### src/rtl/dcache_fifo_pkg.sv
// Shared types and constants for the dcache AXI request/response FIFOs.
// Used by the single-channel FIFO and its pointer/count core.
package dcache_fifo_pkg;

    localparam int DEF_WIDTH     = 32;
    localparam int DEF_ADDR_W    = 2;
    localparam int DEF_AFULL_LVL = 3;

    // Sticky error pair reported by every FIFO flavour.
    typedef struct packed {
        logic overflow;
        logic underflow;
    } fifo_err_t;

    // The count needs one bit more than the pointers to tell full from empty.
    function automatic int count_w(input int addr_w);
        return addr_w + 1;
    endfunction

endpackage

### src/rtl/fifo_ptr_count.sv
// Read/write pointers and occupancy count for a power-of-two FIFO.
// Callers pass already-qualified enables; clear wins over both.
module fifo_ptr_count
    import dcache_fifo_pkg::*;
#(
    parameter  int ADDR_W  = DEF_ADDR_W,
    localparam int COUNT_W = count_w(ADDR_W)
) (
    input  logic               clk_i,
    input  logic               clear_i,
    input  logic               wr_en_i,
    input  logic               rd_en_i,
    output logic [ADDR_W-1:0]  wr_ptr_o,
    output logic [ADDR_W-1:0]  rd_ptr_o,
    output logic [COUNT_W-1:0] count_o,
    output logic               full_o,
    output logic               empty_o
);

    localparam logic [COUNT_W-1:0] DEPTH_C = COUNT_W'(2 ** ADDR_W);
    localparam logic [ADDR_W-1:0]  PTR_ONE = ADDR_W'(1);
    localparam logic [COUNT_W-1:0] CNT_ONE = COUNT_W'(1);

    logic [ADDR_W-1:0]  wr_ptr_q;
    logic [ADDR_W-1:0]  rd_ptr_q;
    logic [COUNT_W-1:0] count_q;
    logic [COUNT_W-1:0] count_d;

    always_comb begin
        count_d = count_q;
        unique case ({wr_en_i, rd_en_i})
            2'b10:   count_d = count_q + CNT_ONE;
            2'b01:   count_d = count_q - CNT_ONE;
            default: count_d = count_q;
        endcase
    end

    // Pointers are exactly ADDR_W bits, so DEPTH-1 + 1 wraps to 0 by itself.
    always_ff @(posedge clk_i) begin
        if (clear_i) begin
            wr_ptr_q <= '0;
            rd_ptr_q <= '0;
            count_q  <= '0;
        end else begin
            if (wr_en_i) begin
                wr_ptr_q <= wr_ptr_q + PTR_ONE;
            end
            if (rd_en_i) begin
                rd_ptr_q <= rd_ptr_q + PTR_ONE;
            end
            count_q <= count_d;
        end
    end

    assign wr_ptr_o = wr_ptr_q;
    assign rd_ptr_o = rd_ptr_q;
    assign count_o  = count_q;
    assign full_o   = (count_q == DEPTH_C);
    assign empty_o  = (count_q == '0);

endmodule

### src/rtl/axi_fifo_ctrl_flush.sv
// Show-ahead single-clock FIFO for the dcache AXI paths, with a local flush,
// occupancy/almost-full outputs and sticky overflow/underflow flags.
module axi_fifo_ctrl_flush
    import dcache_fifo_pkg::*;
#(
    parameter  int WIDTH     = DEF_WIDTH,
    parameter  int ADDR_W    = DEF_ADDR_W,
    parameter  int AFULL_LVL = DEF_AFULL_LVL,
    localparam int COUNT_W   = count_w(ADDR_W)
) (
    input  logic               clk_i,
    input  logic               rst_ni,
    input  logic               flush_i,
    input  logic               push_i,
    input  logic [WIDTH-1:0]   data_in_i,
    output logic               accept_o,
    input  logic               pop_i,
    output logic               valid_o,
    output logic [WIDTH-1:0]   data_out_o,
    output logic [COUNT_W-1:0] level_o,
    output logic               almost_full_o,
    output logic               overflow_o,
    output logic               underflow_o
);

    localparam int                 DEPTH    = 2 ** ADDR_W;
    localparam logic [COUNT_W-1:0] AFULL_C  = COUNT_W'(AFULL_LVL);

    // Handshake: a word moves in on an edge where push_i && accept_o, and the
    // head is consumed on an edge where pop_i && valid_o. accept_o and valid_o
    // depend only on registered state, never on push_i/pop_i.
    logic               clear;
    logic               full;
    logic               empty;
    logic               wr_en;
    logic               rd_en;
    logic [ADDR_W-1:0]  wr_ptr;
    logic [ADDR_W-1:0]  rd_ptr;
    logic [COUNT_W-1:0] count;
    logic [WIDTH-1:0]   mem [DEPTH];
    fifo_err_t          err_q;

    assign clear = !rst_ni || flush_i;
    assign wr_en = push_i && !full && !clear;
    assign rd_en = pop_i && !empty && !clear;

    fifo_ptr_count #(
        .ADDR_W (ADDR_W)
    ) u_ptr_count (
        .clk_i    (clk_i),
        .clear_i  (clear),
        .wr_en_i  (wr_en),
        .rd_en_i  (rd_en),
        .wr_ptr_o (wr_ptr),
        .rd_ptr_o (rd_ptr),
        .count_o  (count),
        .full_o   (full),
        .empty_o  (empty)
    );

    // Storage is deliberately not reset; valid_o masks stale contents.
    always_ff @(posedge clk_i) begin
        if (wr_en) begin
            mem[wr_ptr] <= data_in_i;
        end
    end

    // Only the global reset clears the sticky flags; a flush cycle records nothing.
    always_ff @(posedge clk_i) begin
        if (!rst_ni) begin
            err_q <= '0;
        end else if (!flush_i) begin
            if (push_i && full) begin
                err_q.overflow <= 1'b1;
            end
            if (pop_i && empty) begin
                err_q.underflow <= 1'b1;
            end
        end
    end

    assign accept_o      = !full;
    assign valid_o       = !empty;
    assign data_out_o    = mem[rd_ptr];
    assign level_o       = count;
    assign almost_full_o = (count >= AFULL_C);
    assign overflow_o    = err_q.overflow;
    assign underflow_o   = err_q.underflow;

endmodule
### config.mk
export PLATFORM = sky130hd
export DESIGN_NAME = axi_fifo_ctrl_flush
export DESIGN_NICKNAME = d
export VERILOG_FILES = /design/src/rtl/dcache_fifo_pkg.sv /design/src/rtl/fifo_ptr_count.sv /design/src/rtl/axi_fifo_ctrl_flush.sv
export SDC_FILE = /design/constraint.sdc
export NUM_CORES = 1
export LEC_CHECK = 0
export ABC_AREA = 1
export CAP_MARGIN = 20
export CORE_UTILIZATION = 50
export DETAILED_ROUTE_END_ITERATION = 8
export PLACE_DENSITY = 0.73
export SLEW_MARGIN = 20
export SYNTH_ARGS = -nofsm -noshare
export SYNTH_HDL_FRONTEND = slang
export SYNTH_HIERARCHICAL = 1
export SYNTH_SLANG_ARGS = --single-unit
### constraint.sdc
create_clock -name clk_i -period 6.25 [get_ports clk_i]
set_input_delay 1.875 -clock clk_i [delete_from_list [all_inputs] [get_ports clk_i]]
set_output_delay 1.875 -clock clk_i [all_outputs]
set_load 0.05 [all_outputs]
==> qor.yml, run 1 <==
sta:
  finClkSkew_ps: 8.86
  hold_violations: 0
  worst_pin_slew_ps: 1060
  slew_viol_final: 0
  setup_tns_ps: 0
  rsz0062_at_grt: "no"
  min_period_ps: 4700
  max_freq_mhz: 213
  slew_headroom: 0.294
  setup_violations: 0
  fin_crit_sh: 0.752
drt:
  drt_iter0_drc: 266
  viasPerCell: 4.83
  drc_errors: 0
  ant_nets: 0
  drt-pass1-iter-count: 5
  postRouteWirelength_mm: 11.4
  vias: 3886
  avgRoutedWirePerCell_um: 14.1
synth:
  syn_inst: 573
  ys_types: 20
  ys_seq_area_frac: 0.684
  synth_area_leaders: "edfxtp_1, nand2_1, inv_1"
  avgSynthCellArea_um2: 10.3
  synth_top_area_frac: 0.654
  synthesis.area_um2: 5880
  synth_top_cell_by_area: "edfxtp_1"
  ys_ff_latch: 137
  yosys_warnings: 6
  syn-num-nets: 612
floorplan:
  die_x_um: 110
  start_util: 0.515
  die_h_um: 110
  coreArea_um2: 11400
  io_pins: 77
  num_rows: 39
  dieArea_um2: 12200
clock_tree:
  clkLatencyLatePin_ps: 410
  cts.clk_slew.worst_paths_ps: 50
  cts_buffers: 17
  cts_hold_buf: 0
  cts_tree: "done"
  clk_path_buf_depth: 2
  ctsRootBufferMaster: "clkbuf_16"
  cts.repair.resized: 0
  post-cts-setup-buffers: 0
  cts_sinks: 137
  htreeDepth: 4
layout:
  utilization: 0.636
  drive_above_1_share: 0.0574
  final_area_um2: 7270
  layout_common_cells: "nand2_1, inv_1, edfxtp_1"
  num-nets-final: 688
  area_delta_synth_final_pct: 23.6
  layout_commonest_cell: "nand2_1"
  diodes: 0
pwr:
  peakVddDrop_uv: 170
  p_per_area_nw_per_um2: 282
  leakage_nw: 3.17
global_routing:
  grt_pass1_vias: 4024
  antenna_found_initial: 0
  grt_remaining_overflow: 0
  grt_first_pass_wirelength_mm: 18.8
  grt_usage: 0.199
  grt_max_degree: 68
worst_hold_path:
  min_path_type: "flip-flop to flip-flop"
job:
  drv_cap: 0
place:
  dpl_cell_area_um2: 6710
  dp_hpwl_mm: 6.70
  io_buffers: 76
  routabilityCongestion: 0.746
setup_path:
  crit_type: "flip-flop to primary output"
  cp_max_fo: 34
  end_kind: "primary output"
  worstPathArrival_ps: 2830
  required_ps: 4380
  start_kind: "flip-flop"
status:
  status: "completed"
==> cells by family after synthesis <==
logic type | share of synthesized area
DFF | 0.684
buffers and inverters | 0.120
and+or+nand+nor | 0.177
adders and majority gates | 0.00553
AOI/OAI and AO/OA | 0.00979
xor gates and xnor gates | 0.00298
==> metal layers <==
layer | vias to the layer above | share of wire | GRT usage
li1 | 1938 | - | -
met1 | 1828 | 0.42 | 0.236
met2 | 103 | 0.51 | 0.340
met3 | 17 | 0.052 | 0.0516
met4 | 0 | 0.015 | 0.0924
met5 | - | 0 | 0
==> cell usage after synthesis <==
library cell  instances
a21oi_1               4
a21o_1                1
nand4_1               1
edfxtp_1            128
nand3_1              65
fa_1                  1
nand2_1             176
ha_1                  1
xor2_1                2
nand2_2               1
buf_2                 9
o21ai_1               2
o21ai_0               4
dfxtp_1               9
inv_2                 5
buf_6                 7
nor3_1                2
inv_1               142
buf_4                 4
nor2_1                9
==> stage by stage <==
stage          cells  hold WS (ps)  setup WS, ps  total power, mW
2_1_floorplan    573           466          2270             1.08
3_3_place_gp     773           440          1660             1.13
3_5_place_dp     773           455          1980             1.13
4_1_cts          805           463          1520             2.06
5_1_grt          805           483          1400             2.10
6_report         805           460          1550             2.05
==> flip-flops by register name, indices dropped and copies added, names as in the netlist <==
name	count
u_ptr_count/count_o	3
underflow_o	1
mem	128
overflow_o	1
u_ptr_count/rd_ptr_o	2
u_ptr_count/wr_ptr_o	2
==> layout make-up <==
class                      instances  area (um2)
fill                             897        4150
clock inverter                     2        35.0
inverter                         147         553
multi-input combinational        269        1180
tap                              143         179
clock buffer                      30         524
sequential                       137        4030
timing repair buffer              77         768
==> path summary, 6_finish.rpt <==
| check | endpoint | slack [ps] | start | depth (start not counted) |
|---|---|---|---|---|
| worst max-delay path | data_out_o[17] | 1550 | u_ptr_count/rd_ptr_o[1]$_SDFFE_PP0P_ | 4 |
| worst min-delay path | underflow_o$_SDFFE_PN0P_ | 460 | underflow_o$_SDFFE_PN0P_ | 2 |
| worst max register to register | u_ptr_count/count_o[2]$_SDFFE_PP0P_ | 3740 | u_ptr_count/count_o[2]$_SDFFE_PP0P_ | 15 |
| worst min register to register | underflow_o$_SDFFE_PN0P_ | 460 | underflow_o$_SDFFE_PN0P_ | 2 |
==> where the power goes <==
group	internal (mW)	total, mW	switching (mW)	leakage [nW]
Clock	0.600	0.934	0.334	0.273
Sequential	1.01	1.01	0.00261	1.23
Combinational	0.0387	0.0974	0.0588	1.67
Total	1.65	2.05	0.395	3.17
==> worst max-delay path: stages, from the launching register on <==
cell and delay, ps:
dfxtp_2 870, inv_2 500, nand3_1 220, nand2_1 110
clkdlybuf4s50_1 710
Power figures use the tool's default switching activity.
==> run 2, diff against run 1 <==
--- a/config.mk
+++ b/config.mk
@@ -9,7 +9,7 @@
 export CAP_MARGIN = 20
 export CORE_UTILIZATION = 50
 export DETAILED_ROUTE_END_ITERATION = 8
-export PLACE_DENSITY = 0.73
+export PLACE_DENSITY = 0.76
 export SLEW_MARGIN = 20
 export SYNTH_ARGS = -nofsm -noshare
 export SYNTH_HDL_FRONTEND = slang
==> constraint.sdc (replaced) <==
create_clock -name clk_i -period 4 [get_ports clk_i]
set_input_delay 1.2 -clock clk_i [delete_from_list [all_inputs] [get_ports clk_i]]
set_output_delay 1.2 -clock clk_i [all_outputs]
set_load 0.05 [all_outputs]
==> run 2 against run 1 <==
  * Critical path depth increased by 1
  * Worst hold slack improved by 6.5 ps
  * Critical endpoint is now data_out_o[16]
  * Routed wire length increased by 1.4%
  * Non-clock buffer count increased by 10
  * Flip-flop and latch count unchanged
  * Highest routed layer unchanged
  * Design area increased by 0.22%
  * Via count increased by 0.64%
  * Cell count increased by 1.2%
  * Core utilization increased by 0.14 points
  * Critical path type unchanged
  * Worst setup slack got worse by 840 ps
==> qor.yml, run 2 (synthesis gave the netlist of run 1 again) <==
clock_tree:
  cts_sinks: 137
  cts.repair.resized: 0
  cts_buffers: 17
  post-cts-setup-buffers: 0
  cts_tree: "done"
  clk_path_buf_depth: 2
  ctsRootBufferMaster: "clkbuf_16"
  clkLatencyLatePin_ps: 410
  cts.clk_slew.worst_paths_ps: 50
  cts_hold_buf: 0
  htreeDepth: 4
sta:
  hold_violations: 0
  min_period_ps: 3300
  worst_pin_slew_ps: 651
  finalWorstSetupSlack_ps: 704
  max_freq_mhz: 303
  finClkSkew_ps: 17.2
  setup_tns_ps: 0
  slew_viol_final: 0
  rsz0062_at_grt: "no"
  slew_headroom: 0.565
  setup_violations: 0
  fin_crit_sh: 0.824
global_routing:
  grt_pass1_vias: 3955
  grt_max_degree: 48
  antenna_found_initial: 0
  grt_first_pass_wirelength_mm: 18.9
  grt_usage: 0.201
  grt_remaining_overflow: 0
layout:
  layout_common_cells: "nand2_1, inv_1, edfxtp_1"
  diodes: 0
  nFillCells: 869
  final_area_um2: 7280
  multi_input_area_um2: 1180
  largest_register: "mem"
  layout_commonest_cell: "nand2_1"
  num-nets-final: 698
  regArea_um2: 4030
  drive_above_1_share: 0.119
  largest_register_ffs: 128
  utilization: 0.638
  area_delta_synth_final_pct: 23.9
floorplan:
  io_pins: 77
  dieArea_um2: 12200
  num_rows: 39
  start_util: 0.515
  coreArea_um2: 11400
  die_h_um: 110
  die_x_um: 110
place:
  dp_hpwl_mm: 7.08
  dpl_cell_area_um2: 6710
  pre_cts_ws_ps: 684
  routabilityCongestion: 0.815
  io_buffers: 76
drt:
  avgRoutedWirePerCell_um: 14.2
  ant_nets: 0
  drt_iter0_drc: 239
  drt-pass1-iter-count: 4
  drc_errors: 0
  viasPerCell: 4.80
  postRouteWirelength_mm: 11.5
  vias: 3911
job:
  drv_cap: 0
setup_path:
  worst_path_dominant_cell_family: "buffers and inverters"
  cp_max_fo: 47
  end_kind: "primary output"
  crit_type: "flip-flop to primary output"
  slowest_delay_ps: 600
  slowest_stage: "dfxtp_2"
  critPathBufInv: 2
  crit_chain: "buf_4 > nand2_1 > nand3_1 > nand2_1 > buf_4"
  required_ps: 2800
  worstPathArrival_ps: 2100
  start_kind: "flip-flop"
status:
  status: "completed"
pwr:
  leakage_nw: 3.26
  p_per_area_nw_per_um2: 443
  peakVddDrop_uv: 290
worst_hold_path:
  min_path_type: "flip-flop to flip-flop"
-- run 2: changes by cell type in the layout (fill, tap and decap cells not counted) --
cell / previous run / this run
clkdlybuf4s50_1: 76 / 44
clkinvlp_4: 0 / 1
bufinv_16: 1 / 3
inv_1: 141 / 142
clkinv_1: 0 / 3
clkbuf_1: 8 / 4
buf_4: 1 / 42
buf_12: 0 / 1
clkinv_2: 2 / 4
clkbuf_8: 5 / 0
-- run 2: metal layers --
layer	track usage	vias to the layer above	wire, um
met1	0.230	1832	4620
li1	-	1957	-
met5	0	-	0
met3	0.0450	13	578
met2	0.360	109	6230
met4	0.0880	0	124
-- run 2: tightest hold or removal path: stages (launching register included) --
cell     delay, ps
dfxtp_1        320
nand2_1         50
o21ai_0         60
-- run 2: final cells by class --
type                       count  area share
clock buffer                  21      0.0605
timing repair buffer          87       0.107
multi-input combinational    269       0.162
tap                          143      0.0246
inverter                     147      0.0758
sequential                   137       0.553
clock inverter                11      0.0177
-- run 2: where the power goes --
part,internal [mW],switching [mW]
clock network,0.967,0.523
registers,1.58,0.00454
logic,0.0593,0.0928
total,2.61,0.621
-- run 2: through the flow --
step	total power [mW]	instances	hold slack [ps]
2_1_floorplan	1.68	573	466
3_3_place_gp	1.76	783	441
3_5_place_dp	1.77	783	458
4_1_cts	3.25	815	472
5_1_grt	3.32	815	483
6_report	3.23	815	466
-- run 2: path summary, 6_finish.rpt --
| check | cells past startpoint | from | slack (ps) | end |
|---|---|---|---|---|
| setup / recovery | 5 | u_ptr_count/rd_ptr_o[0]$_SDFFE_PP0P_ | 700 | data_out_o[16] |
| hold / removal | 2 | underflow_o$_SDFFE_PN0P_ | 470 | underflow_o$_SDFFE_PN0P_ |
| setup reg to reg | 15 | u_ptr_count/count_o[2]$_SDFFE_PP0P_ | 1710 | u_ptr_count/count_o[2]$_SDFFE_PP0P_ |
| hold reg to reg | 2 | underflow_o$_SDFFE_PN0P_ | 470 | underflow_o$_SDFFE_PN0P_ |
==> run 3, diff against run 2 <==
==> constraint.sdc (replaced) <==
create_clock -name clk_i -period 3 [get_ports clk_i]
set_input_delay 0.9 -clock clk_i [delete_from_list [all_inputs] [get_ports clk_i]]
set_output_delay 0.9 -clock clk_i [all_outputs]
set_load 0.05 [all_outputs]
==> run 3 against run 2 <==
  * Sequential share of layout area fell by 0.26 points
  * Non-clock buffer count rose by 4
  * Die area did not move
  * Register-to-register slack got worse by 950 ps
  * First-iteration DRC count fell by 6.3%
  * Design area rose by 0.46%
  * Worst hold slack improved by 8.4 ps
  * Critical path depth did not move
  * Via count rose by 1.0%
  * Flip-flop and latch count did not move
==> qor.yml, run 3 (synthesis gave the netlist of run 1 again) <==
layout:
  area_delta_synth_final_pct: 24.4
  num-nets-final: 702
  largest_register: "mem"
  layout_common_cells: "nand2_1, inv_1, edfxtp_1"
  layout_commonest_cell: "nand2_1"
  drive_above_1_share: 0.133
  largest_register_ffs: 128
  fin_cells: 818
  diodes: 0
drt:
  drc_errors: 0
  drt_iter0_drc: 224
  viasPerCell: 4.83
  avgRoutedWirePerCell_um: 13.8
  ant_nets: 0
  postRouteWirelength_mm: 11.3
  drt-pass1-iter-count: 5
  vias: 3952
clock_tree:
  cts.clk_slew.worst_paths_ps: 60
  ctsRootBufferMaster: "clkbuf_16"
  clkLatencyLatePin_ps: 400
  cts_hold_buf: 0
  htreeDepth: 4
  cts_tree: "done"
  cts_sinks: 137
  cts_buffers: 17
  clk_path_buf_depth: 2
pwr:
  peakVddDrop_uv: 407
  leakage_nw: 3.29
  power_mw: 4.26
  p_per_area_nw_per_um2: 582
job:
  drv_cap: 0
setup_path:
  slowest_delay_ps: 570
  slowest_stage: "buf_4"
  cp_max_fo: 67
  crit_chain: "buf_4 > nand2_1 > nand3_1 > nand2_1 > buf_4"
  r2r-start: "u_ptr_count/count_o[2]$_SDFFE_PP0P_"
  required_ps: 2100
  end_kind: "primary output"
  crit_type: "flip-flop to primary output"
  start_kind: "flip-flop"
  startpoint: "u_ptr_count/rd_ptr_o[0]$_SDFFE_PP0P_"
  worstPathArrival_ps: 1980
sta:
  worst_hold_slack_ps: 475
  slew_viol_final: 0
  setup_tns_ps: 0
  fin_crit_sh: 0.960
  worst_pin_slew_ps: 728
  max_freq_mhz: 347
  hold_violations: 0
  min_period_ps: 2880
  slew_headroom: 0.515
  rsz0062_at_grt: "no"
  finalWorstSetupSlack_ps: 120
  setup_violations: 0
  finClkSkew_ps: 5.32
floorplan:
  start_util: 0.515
  die_x_um: 110
  coreArea_um2: 11400
  dieArea_um2: 12200
  num_rows: 39
  io_pins: 77
  die_h_um: 110
global_routing:
  grt_usage: 0.196
  antenna_found_initial: 0
  grt_pass1_vias: 3969
  grt_remaining_overflow: 0
  grt_max_degree: 68
  grt_first_pass_wirelength_mm: 18.5
place:
  routabilityCongestion: 0.749
  pre_cts_ws_ps: 91.4
  dp_hpwl_mm: 6.92
  io_buffers: 76
  dp.cells: 787
worst_hold_path:
  min_path_type: "flip-flop to flip-flop"
  hold_path.startpoint: "overflow_o$_SDFFE_PN0P_"
status:
  status: "completed"
==> run 3: where the power goes <==
group	internal, mW	switching, mW
sequential	2.11	0.00537
combinational	0.0794	0.123
clock	1.21	0.733
==> run 3: metal layers <==
| metal | track usage | up-vias | part of all wire |
|---|---|---|---|
| li1 | - | 1961 | - |
| met4 | 0.0818 | 0 | 0.020 |
| met5 | 0 | - | 0 |
| met2 | 0.346 | 114 | 0.54 |
| met3 | 0.0477 | 17 | 0.042 |
| met1 | 0.228 | 1860 | 0.40 |
==> run 3: area by class of cell <==
class / count / area [um2]
timing repair buffer: 91 / 821
inverter: 147 / 552
multi-input combinational: 269 / 1180
sequential: 137 / 4030
tap: 143 / 179
fill: 834 / 4100
clock buffer: 17 / 425
clock inverter: 14 / 133
==> run 3: through the flow <==
stage / util / area, um2
floorplan: - / 5880
global placement: 0.592 / 6760
detailed placement: 0.592 / 6760
CTS: 0.640 / 7310
global route: 0.641 / 7320
finish: 0.641 / 7320
==> run 3: timing repair <==
action,CTS,global route
buffers inserted,0,0
setup endpoints to repair,0,1
gates resized for setup,0,1
==> run 3: final timing paths <==
check                                                            to  slack, ps  cells past startpoint
worst min register to register              overflow_o$_SDFFE_PN0P_        470                      2
worst max register to register  u_ptr_count/count_o[2]$_SDFFE_PP0P_        760                     15
worst min-delay path                        overflow_o$_SDFFE_PN0P_        470                      2
worst max-delay path                                  data_out_o[7]        120                      5
==> run 3: worst max-delay path: cells and delay by family (launching register included) <==
kind,cells,cell delay (ps)
buffers and inverters,2,780
DFF,1,330
and+or+nand+nor,3,430
